**config.mk**
```make
export PLATFORM = sky130hd
export DESIGN_NAME = mem_arbiter
export DESIGN_NICKNAME = d
export VERILOG_FILES = /design/src/rtl/mem_arb_pkg.sv /design/src/rtl/mem_arb_picker.sv /design/src/rtl/mem_arbiter.sv
export SDC_FILE = /design/constraint.sdc
export NUM_CORES = 1
export LEC_CHECK = 0
export ABC_AREA = 1
export CELL_PAD_IN_SITES_DETAIL_PLACEMENT = 1
export CELL_PAD_IN_SITES_GLOBAL_PLACEMENT = 1
export CORE_MARGIN = 8
export CORE_UTILIZATION = 34
export CTS_BUF_LIST = sky130_fd_sc_hd__clkbuf_16
export CTS_CLUSTER_DIAMETER = 120
export DETAILED_ROUTE_END_ITERATION = 10
export GPL_TIMING_DRIVEN = 1
export PLACE_DENSITY_LB_ADDON = 0.1
export SYNTH_ARGS = -nofsm -noshare
export SYNTH_HDL_FRONTEND = slang
export SYNTH_HIERARCHICAL = 1
export SYNTH_SLANG_ARGS = --single-unit
```
**constraint.sdc**
```tcl
create_clock -name clk -period 2.8 [get_ports clk]
set_input_delay 0.56 -clock clk [delete_from_list [all_inputs] [get_ports clk]]
set_output_delay 0.56 -clock clk [all_outputs]
set_load 0.05 [all_outputs]
```
**src/rtl/mem_arb_pkg.sv**
```systemverilog
// Shared types and helpers for the N-core memory arbiter.
package mem_arb_pkg;

    typedef enum logic [1:0] {
        IDLE,
        ISSUE,
        WAIT,
        DONE
    } state_t;

    localparam int MAX_NCORES = 8;

    // Width of a core index; a single core still gets one bit.
    function automatic int idx_width(input int n);
        return (n <= 2) ? 1 : $clog2(n);
    endfunction

endpackage

```
**src/rtl/mem_arb_picker.sv**
```systemverilog
// Picks one pending core as the winner; round-robin when MEM_ARB_ROUND_ROBIN_EN
// is defined, otherwise fixed priority with the lowest index first.
module mem_arb_picker
    import mem_arb_pkg::*;
#(
    parameter int NCORES = 2,
    parameter int IW     = idx_width(NCORES)
)
(
    input  logic [NCORES-1:0] pending,
`ifdef MEM_ARB_ROUND_ROBIN_EN
    input  logic [IW-1:0]     ptr,
`endif
    output logic [NCORES-1:0] onehot,
    output logic [IW-1:0]     index
);

`ifdef MEM_ARB_ROUND_ROBIN_EN
    // Each pending core is ranked by its distance past the last winner; nearest wins.
    always_comb begin
        int best;
        int dist;
        onehot = '0;
        index  = '0;
        best   = NCORES;
        dist   = 0;
        for (int i = 0; i < NCORES; i++) begin
            dist = (i + NCORES - 1 - int'(ptr)) % NCORES;
            if (pending[i] && dist < best) begin
                best      = dist;
                onehot    = '0;
                onehot[i] = 1'b1;
                index     = IW'(i);
            end
        end
    end
`else
    always_comb begin
        onehot = '0;
        index  = '0;
        for (int i = NCORES - 1; i >= 0; i--) begin
            if (pending[i]) begin
                onehot    = '0;
                onehot[i] = 1'b1;
                index     = IW'(i);
            end
        end
    end
`endif

endmodule

```
**src/rtl/mem_arbiter.sv**
```systemverilog
// N-core arbiter for one shared single-port RAM, one transaction at a time.
// Define MEM_ARB_ROUND_ROBIN_EN for round-robin fairness instead of fixed priority.
module mem_arbiter
    import mem_arb_pkg::*;
#(
    parameter int NCORES  = 2,
    parameter int AW      = 8,
    parameter int DW      = 8,
    parameter int RAM_LAT = 1
)
(
    input  logic                 clk,
    input  logic                 rst,
    input  logic [NCORES-1:0]    rden,
    input  logic [NCORES-1:0]    wren,
    input  logic [NCORES*AW-1:0] Address,
    input  logic [NCORES*DW-1:0] Din,
    output logic [NCORES-1:0]    acq,
    output logic [NCORES*DW-1:0] Dq,
    output logic [NCORES-1:0]    grant,
    output logic                 busy,
    output logic [AW-1:0]        RAMAddress,
    output logic [DW-1:0]        RAMDin,
    output logic                 RAMwren,
    input  logic [DW-1:0]        RAMq
);

    localparam int         IW       = idx_width(NCORES);
    localparam logic [1:0] LAT_LAST = 2'(RAM_LAT - 1);

    state_t            state;
    logic [IW-1:0]     win_idx;
    logic [1:0]        wait_cnt;
    logic [NCORES-1:0] pending;
    logic [NCORES-1:0] pick_oh;
    logic [IW-1:0]     pick_idx;

    assign pending = rden | wren;

`ifdef MEM_ARB_ROUND_ROBIN_EN
    logic [IW-1:0] ptr;

    mem_arb_picker #(.NCORES(NCORES), .IW(IW)) u_picker (
        .pending (pending),
        .ptr     (ptr),
        .onehot  (pick_oh),
        .index   (pick_idx)
    );

    // Starting at NCORES-1 makes core 0 the first choice after reset.
    always_ff @(posedge clk or posedge rst) begin
        if (rst)
            ptr <= IW'(NCORES - 1);
        else if (state == DONE)
            ptr <= win_idx;
    end
`else
    mem_arb_picker #(.NCORES(NCORES), .IW(IW)) u_picker (
        .pending (pending),
        .onehot  (pick_oh),
        .index   (pick_idx)
    );
`endif

    // RAMwren doubles as the latched op type while in ISSUE.
    always_ff @(posedge clk or posedge rst) begin
        if (rst) begin
            state      <= IDLE;
            win_idx    <= '0;
            wait_cnt   <= '0;
            acq        <= '0;
            Dq         <= '0;
            grant      <= '0;
            busy       <= 1'b0;
            RAMAddress <= '0;
            RAMDin     <= '0;
            RAMwren    <= 1'b0;
        end else begin
            case (state)
                IDLE: begin
                    if (|pending) begin
                        win_idx <= pick_idx;
                        grant   <= pick_oh;
                        busy    <= 1'b1;
                        RAMwren <= |(wren & pick_oh);
                        for (int c = 0; c < NCORES; c++) begin
                            if (pick_oh[c]) begin
                                RAMAddress <= Address[c*AW +: AW];
                                RAMDin     <= Din[c*DW +: DW];
                            end
                        end
                        state <= ISSUE;
                    end
                end
                ISSUE: begin
                    RAMwren <= 1'b0;
                    if (RAMwren) begin
                        acq   <= grant;
                        state <= DONE;
                    end else begin
                        wait_cnt <= LAT_LAST;
                        state    <= WAIT;
                    end
                end
                WAIT: begin
                    if (wait_cnt == 2'd0) begin
                        for (int c = 0; c < NCORES; c++) begin
                            if (win_idx == IW'(c))
                                Dq[c*DW +: DW] <= RAMq;
                        end
                        acq   <= grant;
                        state <= DONE;
                    end else begin
                        wait_cnt <= wait_cnt - 2'd1;
                    end
                end
                DONE: begin
                    acq   <= '0;
                    grant <= '0;
                    busy  <= 1'b0;
                    state <= IDLE;
                end
                default: state <= IDLE;
            endcase
        end
    end

endmodule
```
==> implementation parameters <==
Parameter                              Value

Hold path
  Worst hold path class    reg2reg
  Hold Path Sink    RAMAddress[7]$_DFFE_PP0P_
  Startpoint of the tightest hold check path    RAMAddress[7]$_DFFE_PP0P_
  Cell depth of the worst hold path    2

Logic synthesis
  Fraction of registers with async set/reset    100.0%
  EDFF count, synth    0
  Count of different cell masters after synthesis    19
  Area share of the leading cell type in the synthesized netlist    roughly 50%
  Post-Syn Area per Cell    8.049 µm²
  Most instantiated cells after synthesis    nand2_1 (95), dfrtp_1 (43), inv_1 (38)
  Post-Synthesis Net Count    328
  Seq/Total Area, Yosys    approximately 49%
  Number of storage elements in the synthesis netlist    43
  Total of warnings raised by yosys    6
  Cells taking the most area after synthesis    dfrtp_1 (49%), nand2_1 (16%), o21ai_0 (6.6%), inv_1 (6.4%), nand4_1 (5.1%)
  Most used flip-flop cell after synthesis    dfrtp_1
  Leading area contributor after synthesis    dfrtp_1
  Mapped cell area    approximately 0.0022 mm²
  Count leader, synth    nand2_1
  Post-synthesis cell count    275

Clock network
  CTS Root Cell    clkbuf_16
  Number of clock sinks seen by CTS    between 40 and 50
  Clock tree from TritonCTS    yes
  Total clock buffers created by CTS    5
  Post-CTS setup buffer count    0
  Number of buffers inserted by hold repair at cts    0
  Post-CTS clock slew at the launch and capture registers of the worst setup and hold paths    ~0.06 ns
  Largest buffer count on any clock path    2
  Resize count post-CTS    0
  H-tree depth reported by CTS    2
  Source-to-sink clock delay at the later pin of the worst-skew pair    around 0.28 ns

Route
  Overall routed net length    approximately 6300 µm
  DR WL/cell    about 15 µm
  Post-route ant nets    0
  Via count of the routed design    between 2k and 2.5k
  Iteration count of the initial detailed-routing pass    4
  Via count normalized by instance count    4.719
  Detailed router's first-iteration violation count    29
  Drt drc    0

Timing
  Count of final hold-check violations    0
  Tightest Pin Transition    slightly below 0.7 ns
  Minimum clock period after layout    around 2.1 ns
  Achievable frequency    484.5 MHz
  Setup TNS    0 ns
  Final setup fails    0
  Number of max-slew violations in the final report    0
  RSZ-0062 raised after global routing    false
  Period utilization    73.72%
  Maximum clock skew at final layout    0.003476 ns
  Worst rel slew slack    54.36%

Run
  Max-cap violation count    0

GRT
  Antenna violations before repair    0
  Total congestion overflow    0
  First-pass GRT wire length    around 11000 µm
  All-layer global routing usage    13.52%
  Maximum number of pins on one net before global-route repair    44
  Met1 usage    around 16%
  GR Util met2    22.55%
  Busiest metal layer after global routing    met2
  GR Util met3    between 4 and 5%
  Via count of the first global-routing pass    approximately 2.2k

Cells and area
  Total area of multi-input combinational cells    about 890 µm²
  Number of filler cells placed in the layout    757
  Post-route insts no fill    431
  Combined flip-flop and latch cell area    0.001076 mm²
  Fraction of final layout cells sized beyond drive strength 1    6.497%
  Antenna fix cells    0
  P&R area growth vs syn    45.00%
  Number of nets in the layout    407

Floorplan
  Die X    96.69 µm
  Site Rows    29
  Total die area    0.009348 mm²
  Effective utilization at floorplan    approximately a third
  Num ports    84
  Floorplan core area    ~0.0063 mm²
  Chip height    96.69 µm

Worst setup path
  Reg-to-reg critical path endpoint    Dq[2]$_DFFE_PP0P_
  Slowest-stage cell, CP    clkdlybuf4s50_1
  Arrival time of the worst setup path    1.50 ns
  Dominant delay contributor by cell family on the critical path    buffers and inverters
  Cells along the critical path    clkdlybuf4s50_1
  Crit path capture type    primary output
  Maximum fanout count along the critical path    4
  Data required time at the worst endpoint    2.24 ns
  Reg-to-reg setup timing slack    approximately 1.0 ns
  Startpoint type of the worst setup path    flop
  CP max stage delay    0.83 ns
  Cell count of the worst reg-to-reg path    6
  Startpoint of the worst-slack reg-to-reg timing path    state[0]$_DFFE_PP0P_
  Startpoint of the most critical setup path    RAMwren$_DFFE_PP0P_
  WP buf/inv    1
  Type of the setup path with the least slack    reg2out

Power
  Standby leakage power    1.569 nW
  Total power of the final layout    3.993 mW
  Worst vdd ir    660.7 µV
  Power density over the cells    1244 mW/mm²

Placed design
  Final Wtd Congestion    0.7486
  Port Buffers    a little over 80
  Half-perimeter wire length after detailed placement    4883 µm
  DP Cell Count    424

Status
  Status    finished clean
[flip-flops by register name (all words and copies together), names as in the netlist]
signal      flops
busy            1
state           2
RAMwren         1
win_idx         1
grant           2
acq             2
Dq             16
RAMDin          8
wait_cnt        2
RAMAddress      8
[worst max path at each step]
stage                     cells after the start                         to  slack [ns]
after floorplan                              11  RAMAddress[0]$_DFFE_PP0P_        0.96
after global placement                        9      RAMDin[6]$_DFFE_PP0P_        0.56
after detailed placement                      9  RAMAddress[2]$_DFFE_PP0P_        0.44
after CTS                                     1                    RAMwren        0.72
after global routing                          9      RAMDin[1]$_DFFE_PP0P_        0.58
final                                         1                    RAMwren        0.74
[kinds of logic after synthesis]
group / Yosys count / share of synthesized area (%)
AO/OA/AOI/OAI: 38 / 9.949
adder cells (fa/ha/maj): 7 / 3.957
buffers and inverters: 54 / 11.08
flip-flops: 43 / 48.61
AND/OR/NAND/NOR: 133 / 26.40
[cells in the final DEF (no fill, tap or decap), types with 2 or more instances in the layout]
| cell | instances |
|---|---|
| nand2_1 | 95 |
| clkdlybuf4s50_1 | 83 |
| dfrtp_1 | 43 |
| inv_1 | 37 |
| o21ai_0 | 29 |
| nand4_1 | 18 |
| nand3_1 | 13 |
| o21ai_2 | 8 |
| ha_1 | 7 |
| clkbuf_16 | 5 |
| buf_4 | 5 |
| or2_1 | 2 |
| nor2_1 | 2 |
[metrics by stage]
step | hold WS (ns) | util (%) | cell area (µm²) | setup WS (ns)
after floorplan | 0.4530 | - | 2213 | 0.9641
after global placement | 0.4638 | 48.71 | 3075 | 0.5576
after detailed placement | 0.4712 | 48.71 | 3075 | 0.4387
after CTS | 0.4856 | 50.83 | 3209 | 0.7164
after global routing | 0.5132 | 50.83 | 3209 | 0.5832
final | 0.4777 | 50.83 | 3209 | 0.7358
[report_power, final]
part	switching, mW	internal (mW)	leakage (nW)
Combinational	1.58	0.771	0.966
Sequential	0.183	0.919	0.536
Clock	0.219	0.320	0.0671
[final cells by class]
type	count	share of cell area [%]
sequential	43	33.53
multi-input combinational	178	27.80
tap	77	3.002
clock buffer	5	3.899
inverter	38	4.444
clock inverter	2	0.2729
timing repair buffer	88	27.06
[per-layer routing]
layer  vias up  share of wire (%)
met4         0               0.65
li1       1021                  -
met5         -                  0
met3         5                6.2
met1       959                 43
met2        49                 50
(Power assumes the default switching activity.)
